### config.mk
export PLATFORM = sky130hd
export DESIGN_NAME = single_port_ram
export DESIGN_NICKNAME = d
export VERILOG_FILES = /design/src/rtl/spram_pkg.sv /design/src/rtl/spram_out_reg.sv /design/src/rtl/single_port_ram.sv
export SDC_FILE = /design/constraint.sdc
export NUM_CORES = 1
export LEC_CHECK = 0
export BUFFER_PORTS_ARGS = -buffer_cell sky130_fd_sc_hd__buf_4
export CAP_MARGIN = 20
export CORE_ASPECT_RATIO = 2
export CORE_MARGIN = 3
export CORE_UTILIZATION = 42
export DETAILED_ROUTE_END_ITERATION = 10
export PLACE_DENSITY = 0.6
export RECOVER_POWER = 50
export SLEW_MARGIN = 0
export SYNTH_ARGS = -nofsm -noshare
export SYNTH_HDL_FRONTEND = slang
export SYNTH_SLANG_ARGS = --single-unit
### constraint.sdc
create_clock -name CLK -period 2.5 [get_ports CLK]
set_input_delay 0.125 -clock CLK [delete_from_list [all_inputs] [get_ports CLK]]
set_output_delay 0.125 -clock CLK [all_outputs]
set_load 0.02 [all_outputs]
### src/rtl/spram_pkg.sv
// rtl/spram_pkg.sv - shared defaults, depth helper and word type for single_port_ram
package spram_pkg;

    localparam int SPRAM_DATA_WIDTH = 8;
    localparam int SPRAM_ADDR_WIDTH = 6;

    // Word type at the default width; the RAM redeclares its own word type from its parameters.
    typedef logic [SPRAM_DATA_WIDTH-1:0] spram_word_t;

    function automatic int spram_depth(input int addr_width);
        return 1 << addr_width;
    endfunction

endpackage

### src/rtl/spram_out_reg.sv
// rtl/spram_out_reg.sv - optional registered read stage, cleared by synchronous active-high reset
module spram_out_reg #(
    parameter int WIDTH = 8
) (
    input  logic             clk_i,
    input  logic             rst_i,
    input  logic [WIDTH-1:0] d_i,
    output logic [WIDTH-1:0] q_o
);

    logic [WIDTH-1:0] data_q;
    logic [WIDTH-1:0] data_d;

    always_comb begin
        data_d = d_i;
        if (rst_i) begin
            data_d = '0;
        end
    end

    always_ff @(posedge clk_i) begin
        data_q <= data_d;
    end

    assign q_o = data_q;

endmodule

### src/rtl/single_port_ram.sv
// rtl/single_port_ram.sv - single-port RAM, sync write, comb read; SPRAM_OUT_REG_EN adds an output register
module single_port_ram
    import spram_pkg::*;
#(
    parameter int IN_DATA_WIDTH = SPRAM_DATA_WIDTH,
    parameter int ADDR_WIDTH    = SPRAM_ADDR_WIDTH
) (
    input  logic                     CLK,
    input  logic                     RST,
    input  logic [IN_DATA_WIDTH-1:0] Data,
    input  logic [ADDR_WIDTH-1:0]    Address,
    input  logic                     WE,
    output logic [IN_DATA_WIDTH-1:0] Output
);

    localparam int DEPTH = spram_depth(ADDR_WIDTH);

    typedef logic [IN_DATA_WIDTH-1:0] word_t;

    word_t mem_q [DEPTH];
    word_t rd_data;

    // Reset clears the whole array in one edge and wins over a coincident write.
    always_ff @(posedge CLK) begin
        if (RST) begin
            for (int i = 0; i < DEPTH; i++) begin
                mem_q[i] <= '0;
            end
        end else if (WE) begin
            mem_q[Address] <= Data;
        end
    end

    assign rd_data = mem_q[Address];

`ifdef SPRAM_OUT_REG_EN
    // rd_data still holds the pre-write word at the edge, giving read-first behaviour.
    spram_out_reg #(
        .WIDTH(IN_DATA_WIDTH)
    ) u_out_reg (
        .clk_i(CLK),
        .rst_i(RST),
        .d_i  (rd_data),
        .q_o  (Output)
    );
`else
    assign Output = rd_data;
`endif

endmodule

==> results of run 1 <==
through the flow:
step / worst slack [ns] / cells / setup TNS [ns] / util [%]
CTS: -0.328 / 2790 / -1.78 / 49.8
global route: -0.365 / 2788 / -2.41 / 49.7
floorplan: 0.514 / 1851 / 0 / -
global placement: -0.169 / 2716 / -1.10 / 46.9
detailed placement: -0.128 / 2716 / -1.52 / 46.9
finish: -0.322 / 2789 / -1.70 / 49.7
where the power goes:
| part | internal [uW] | total, uW | switching [uW] |
|---|---|---|---|
| sequential | 9870 | 10100 | 196 |
| clock | 3710 | 6890 | 3180 |
| combinational | 672 | 1830 | 1160 |
final timing paths:
path	from	endpoint	cells after the start
worst max-delay path	mem_q[31][6]$_SDFFCE_PN0P_	Output[6]	5
worst min-delay path	Data[4]	mem_q[57][4]$_SDFFCE_PN0P_	3
cells by family (layout without fill, tap and decap cells):
logic type,Yosys count,count (layout),share of synthesized area [%]
simple gates,785,785,19.1
flops,512,512,64.2
compound gates,318,318,9.86
buf+inv,155,342,3.01
mux,81,81,3.88
other cells,0,1,0
layer usage:
metal	routed length [um]	up-vias	track usage [%]
li1	-	7121	-
met1	25700	8096	26.6
met2	41400	606	47.6
met3	3410	228	2.40
met4	5850	0	15.0
met5	0	-	0
area by class of cell:
type,count,area (sq um),share of cell area [%]
inverter,2,7.51,0.0268
antenna,1,2.50,0.00894
clock buffer,49,1140,4.08
tap,750,938,3.35
timing repair buffer,262,2040,7.27
multi-input combinational,1184,8250,29.5
clock inverter,29,253,0.903
sequential,512,15400,54.9
timing repair:
action,4_1_cts,5_1_grt
resized for setup,67,24
pin swaps,25,21
endpoints found under the setup margin,8,8
synthesized netlist by cell type (3+ instances only):
| cell type | instances | area share (%) |
|---|---|---|
| a22oi_1 | 68 | 2.1 |
| a21oi_1 | 33 | 0.69 |
| o21ai_0 | 42 | 0.88 |
| or2_2 | 69 | 1.8 |
| clkbuf_1 | 86 | 1.3 |
| buf_2 | 34 | 0.71 |
| o211a_1 | 3 | 0.13 |
| nor2_1 | 108 | 1.7 |
| a31oi_1 | 7 | 0.18 |
| nor2b_1 | 3 | 0.078 |
| nand4_1 | 7 | 0.18 |
| o221ai_1 | 9 | 0.33 |
| nor4b_1 | 3 | 0.11 |
| o22ai_1 | 21 | 0.55 |
| a211oi_1 | 7 | 0.22 |
| o211ai_1 | 8 | 0.25 |
| nor3b_1 | 3 | 0.094 |
| mux2_2 | 33 | 1.6 |
| edfxtp_1 | 512 | 64 |
| nand2_1 | 33 | 0.52 |
| o2111ai_1 | 3 | 0.11 |
| buf_6 | 10 | 0.47 |
| nor3_1 | 8 | 0.17 |
| a2bb2oi_1 | 5 | 0.18 |
| buf_1 | 17 | 0.27 |
| a221oi_1 | 74 | 2.7 |
| buf_4 | 6 | 0.19 |
| mux4_2 | 6 | 0.56 |
| nand3_1 | 15 | 0.31 |
| and2_1 | 515 | 13 |
| a22o_1 | 19 | 0.69 |
| mux2i_1 | 41 | 1.7 |
| or3_1 | 6 | 0.16 |
| a221o_1 | 11 | 0.46 |
==> metrics, run 1 <==
status=complete, but fails checks; failing checks=negative setup slack; first-pass GRT wire length=110 mm; Num CTS Buffers=44; Required @ worst endpoint=2.38 ns; Top Registers=mem_q: 512 flops; # nets final=2023; Placed Area=0.0264 sq mm; routed len/inst=27.4 um; Tot GR Track Use=25.1%; CP Class=reg2out; Slew headroom=23.3%; Yosys warning count=0; crit-path cells=mux4_2 -> a221oi_2 -> o22ai_2 -> or4_4 -> buf_6; Worst-Margin Slew=1.15 ns; Post CTS Setup Buffer Count=0; root buffer cell=clkbuf_16; largest net degree at the start of global routing=65; startpoint type of the worst setup path=flop; CP top delay family=simple AND/OR/NAND/NOR gates; Rows=123; via-per-instance ratio=5.76; Leak Pwr=0.00972 uW; Initial Util=42.5%; Reg with most FFs=mem_q; Slew Viols, Final=0; Power Dens Cells=671 mW/mm^2; final worst path period share=113%; CP Capture Type=primary output; mapped cell area=0.0240 sq mm; asr flop ratio synth=0%; clock sinks=512; Mapped Cells=1851; GR Overflow Total=0; Unique masters post-synth=54; DRC=0; Post-synth EDFFs=512; Peak Freq=0.354 GHz; final instance area=0.0280 sq mm; Synth Net Count=1868; H-tree levels=2; Post-Route WL=76.4 mm; Peak VDD IR=0.412 mV; Die Height=344 um; Hold Path Class=in2reg; I/O pin count=25; CP max-delay cell=or4_4; Yosys reg bits=512; sequential area share after synthesis=64.2%; # Max-Cap Violations=0; Post-CTS Hold Fix Bufs=0; most frequent cells in the layout=edfxtp_1 (512), and2_1 (352), buf_4 (190); Worst EP arrival=2.70 ns; CP Max Fanout=1; Max clock buf depth=3; endpoints failing setup=8; final hold vios=0; max reg flops=512; DRT Pass-1 Iters=5; clock slew seen by the registers of the worst setup and hold paths=0.07 ns; RSZ-0062 raised after global routing=true; Iter 0 DRT Violations=1357; DP HPWL=53.1 mm; initial antenna violation count=1; clock tree from TritonCTS=done; GP Congestion=0.954; fill cell count=5037; PortBufs=24; Syn Area/Cell=12.9 sq um; core area=0.0563 sq mm; die width=175 um; Buf/Inv on CP=1; Post-DRT Antenna Nets=0; WHS=0.229 ns; vias in the first global route=16600; Max stage delay on crit path=0.57 ns; synthesis-to-finish area growth=16.9%; Vias=16100; commonest non-fill, non-tap cell in the layout=edfxtp_1; layout cell share with drive strength beyond 1=20.6%; final worst slack=-0.322 ns; Power Total=18800 uW; Top FF cell, synth=edfxtp_1; Die Area=0.0601 sq mm; Tmin final=2.82 ns
(Power assumes the default switching activity.)
==> run 2: changes to the inputs <==
--- a/config.mk
+++ b/config.mk
@@ -7,11 +7,13 @@
 export LEC_CHECK = 0
 export BUFFER_PORTS_ARGS = -buffer_cell sky130_fd_sc_hd__buf_4
 export CAP_MARGIN = 20
+export CELL_PAD_IN_SITES_DETAIL_PLACEMENT = 1
+export CELL_PAD_IN_SITES_GLOBAL_PLACEMENT = 2
 export CORE_ASPECT_RATIO = 2
 export CORE_MARGIN = 3
 export CORE_UTILIZATION = 42
 export DETAILED_ROUTE_END_ITERATION = 10
-export PLACE_DENSITY = 0.6
+export PLACE_DENSITY = 0.78
 export RECOVER_POWER = 50
 export SLEW_MARGIN = 0
 export SYNTH_ARGS = -nofsm -noshare
==> run 2 against run 1 <==
- the flow still finishes with violations (negative setup slack)
- count of clock-buffer cells in the layout grew 11
- worst hold slack lost 0.11 ns
- setup slack gained 0.029 ns
- core utilization grew 0.62 points
- sequential share of layout area shrank 0.67 points
- die area is the same
- clock power grew 3.2%
- critical endpoint unchanged
- highest routed layer unchanged
==> metrics, run 2 (synthesis gave the netlist of run 1 again) <==
GP Congestion=0.860 (-9.8%); clock sinks=512 (unchanged); Worst-Margin Slew=0.938 ns (-0.212 ns); startpoint type of the worst setup path=flop; largest net degree at the start of global routing=65 (unchanged); Die Area=0.0601 sq mm (unchanged); endpoints failing setup=8 (unchanged); Rows=123 (unchanged); GR Overflow Total=0 (unchanged); layout cell share with drive strength beyond 1=22.2% (+1.5 points); Power Dens Cells=674 mW/mm^2 (+0.41%); synthesis-to-finish area growth=18.3%; multi-input logic area=0.00847 sq mm (+2.7%); routed len/inst=29.0 um (+5.9%); commonest non-fill, non-tap cell in the layout=edfxtp_1; Post CTS Setup Buffer Count=0 (unchanged); CP Capture Type=primary output; max reg flops=512 (unchanged); dpl ws=-0.413 ns (-0.285 ns); I/O pin count=25 (unchanged); Slew Viols, Final=0 (unchanged); Sw Share=24.5% (+0.37 points); final instance area=0.0283 sq mm (+1.2%); hold path depth=2 (-1); design internal power=14400 uW (+1.2%); Post-DRT Antenna Nets=0 (unchanged); Top Registers=mem_q: 512 flops; DRC=0 (unchanged); Die Height=344 um (unchanged); Num CTS Buffers=47 (+6.8%); Post-Route WL=81.1 mm (+6.2%); CP Max Fanout=1 (unchanged); Placed Area=0.0265 sq mm (+0.33%); Final Core Density=50.3% (+0.62 points); initial antenna violation count=0 (-1); DP HPWL=57.2 mm (+7.7%); # nets final=2026 (+0.15%); Tot GR Track Use=26.9% (+1.8 points); fill cell count=5735 (+14%); status=complete, but fails checks; worst hold endpoint=mem_q[2][0]$_SDFFCE_PN0P_; final hold vios=0 (unchanged); final worst path period share=112% (-1.2 points); Hold Path Class=in2reg; first-pass GRT wire length=118 mm (+6.8%); Peak Freq=0.358 GHz (+1.0%); Reg power frac=52.7% (-0.9 points); Slew headroom=37.5% (+14 points); die width=175 um (unchanged); Vias=16200 (+1.0%); Iter 0 DRT Violations=1250 (-7.9%); Comb pwr share=10.1% (+0.4 points); vias in the first global route=17800 (+7.3%); Sum Neg Setup Slack=-1.12 ns (+0.584 ns); most frequent cells in the layout=edfxtp_1 (512), and2_1 (326), and2_0 (189); DRT Pass-1 Iters=5 (unchanged); # Max-Cap Violations=0 (unchanged); core area=0.0563 sq mm (unchanged); Initial Util=42.5% (unchanged); clock tree from TritonCTS=done; Required @ worst endpoint=2.38 ns (about the same); Seq. cell area=0.0154 sq mm (unchanged); clock slew seen by the registers of the worst setup and hold paths=0.07 ns (about the same); Worst EP arrival=2.67 ns (-0.03 ns); Tmin final=2.79 ns (-0.0288 ns); Leak Pwr=0.00977 uW (+0.56%); failing checks=negative setup slack; diode count=0 (-1); Clk pwr share=37.2% (+0.5 points); Power Total=19100 uW (+1.7%); Reg with most FFs=mem_q; final worst slack=-0.293 ns (+0.0288 ns); Peak VDD IR=0.550 mV (+33%); Max clock buf depth=3 (unchanged); PortBufs=24 (unchanged); root buffer cell=clkbuf_16; via-per-instance ratio=5.80 (+0.81%); CP Class=reg2out; hold wc startpoint=Data[0]; H-tree levels=2 (unchanged); RSZ-0062 raised after global routing=true; sw power=4680 uW (+3.2%)
==> run 2: cell type report <==
class | count | share of cell area, %
clock buffers | 60 | 4.40
inverters | 2 | 0.0265
repair buffers | 262 | 7.38
well taps | 750 | 3.31
multi-input cells | 1184 | 29.9
clock inverters | 25 | 0.777
flip-flops and latches | 512 | 54.2
==> run 2: worst max-delay path by stage <==
stage / endpoint / cells after the start / startpoint
after floorplan: mem_q[10][0]$_SDFFCE_PN0P_ / 7 / Address[2]
after global placement: Output[7] / 11 / Address[0]
after detailed placement: Output[7] / 11 / Address[0]
after CTS: Output[6] / 5 / mem_q[13][6]$_SDFFCE_PN0P_
after global routing: Output[6] / 5 / mem_q[13][6]$_SDFFCE_PN0P_
final: Output[6] / 5 / mem_q[13][6]$_SDFFCE_PN0P_
==> run 2: worst max-delay path, cell delays in order (launching register included) <==
cell,delay (ns)
edfxtp_1,0.44
mux4_2,0.53
a221oi_4,0.28
o22ai_2,0.13
or4_4,0.54
buf_6,0.16
==> run 2: timing repair <==
action                                  in CTS  in global routing
pin swaps                                   30                 21
gates resized for setup                     87                 45
hold buffers                                 0                  0
endpoints found under the hold margin        0                  0
endpoints found under the setup margin       8                  8
==> run 2: layer usage <==
metal  track usage, %  vias to the layer above  share of wire [%]
met3             2.50                      235                3.9
met5                0                        -                  0
met1             27.4                     8322                 33
met2             52.7                      537                 55
li1                 -                     7122                  -
met4             15.2                        0                7.2
==> run 2: metrics by stage <==
stage	instances	hold slack [ns]
floorplan	1851	0.585
global placement	2716	0.753
detailed placement	2716	0.757
CTS	2796	0.127
global route	2795	0.130
finish	2795	0.121
==> run 2: power by group through the flow <==
stage | sequential (uW) | clock, uW | combinational (uW)
after CTS | 10100 | 7200 | 1890
final | 10100 | 7110 | 1920
after global placement | 10200 | 0 | 1740
after detailed placement | 10200 | 0 | 1780
after global routing | 10100 | 7500 | 2010
after floorplan | 10100 | 0 | 913
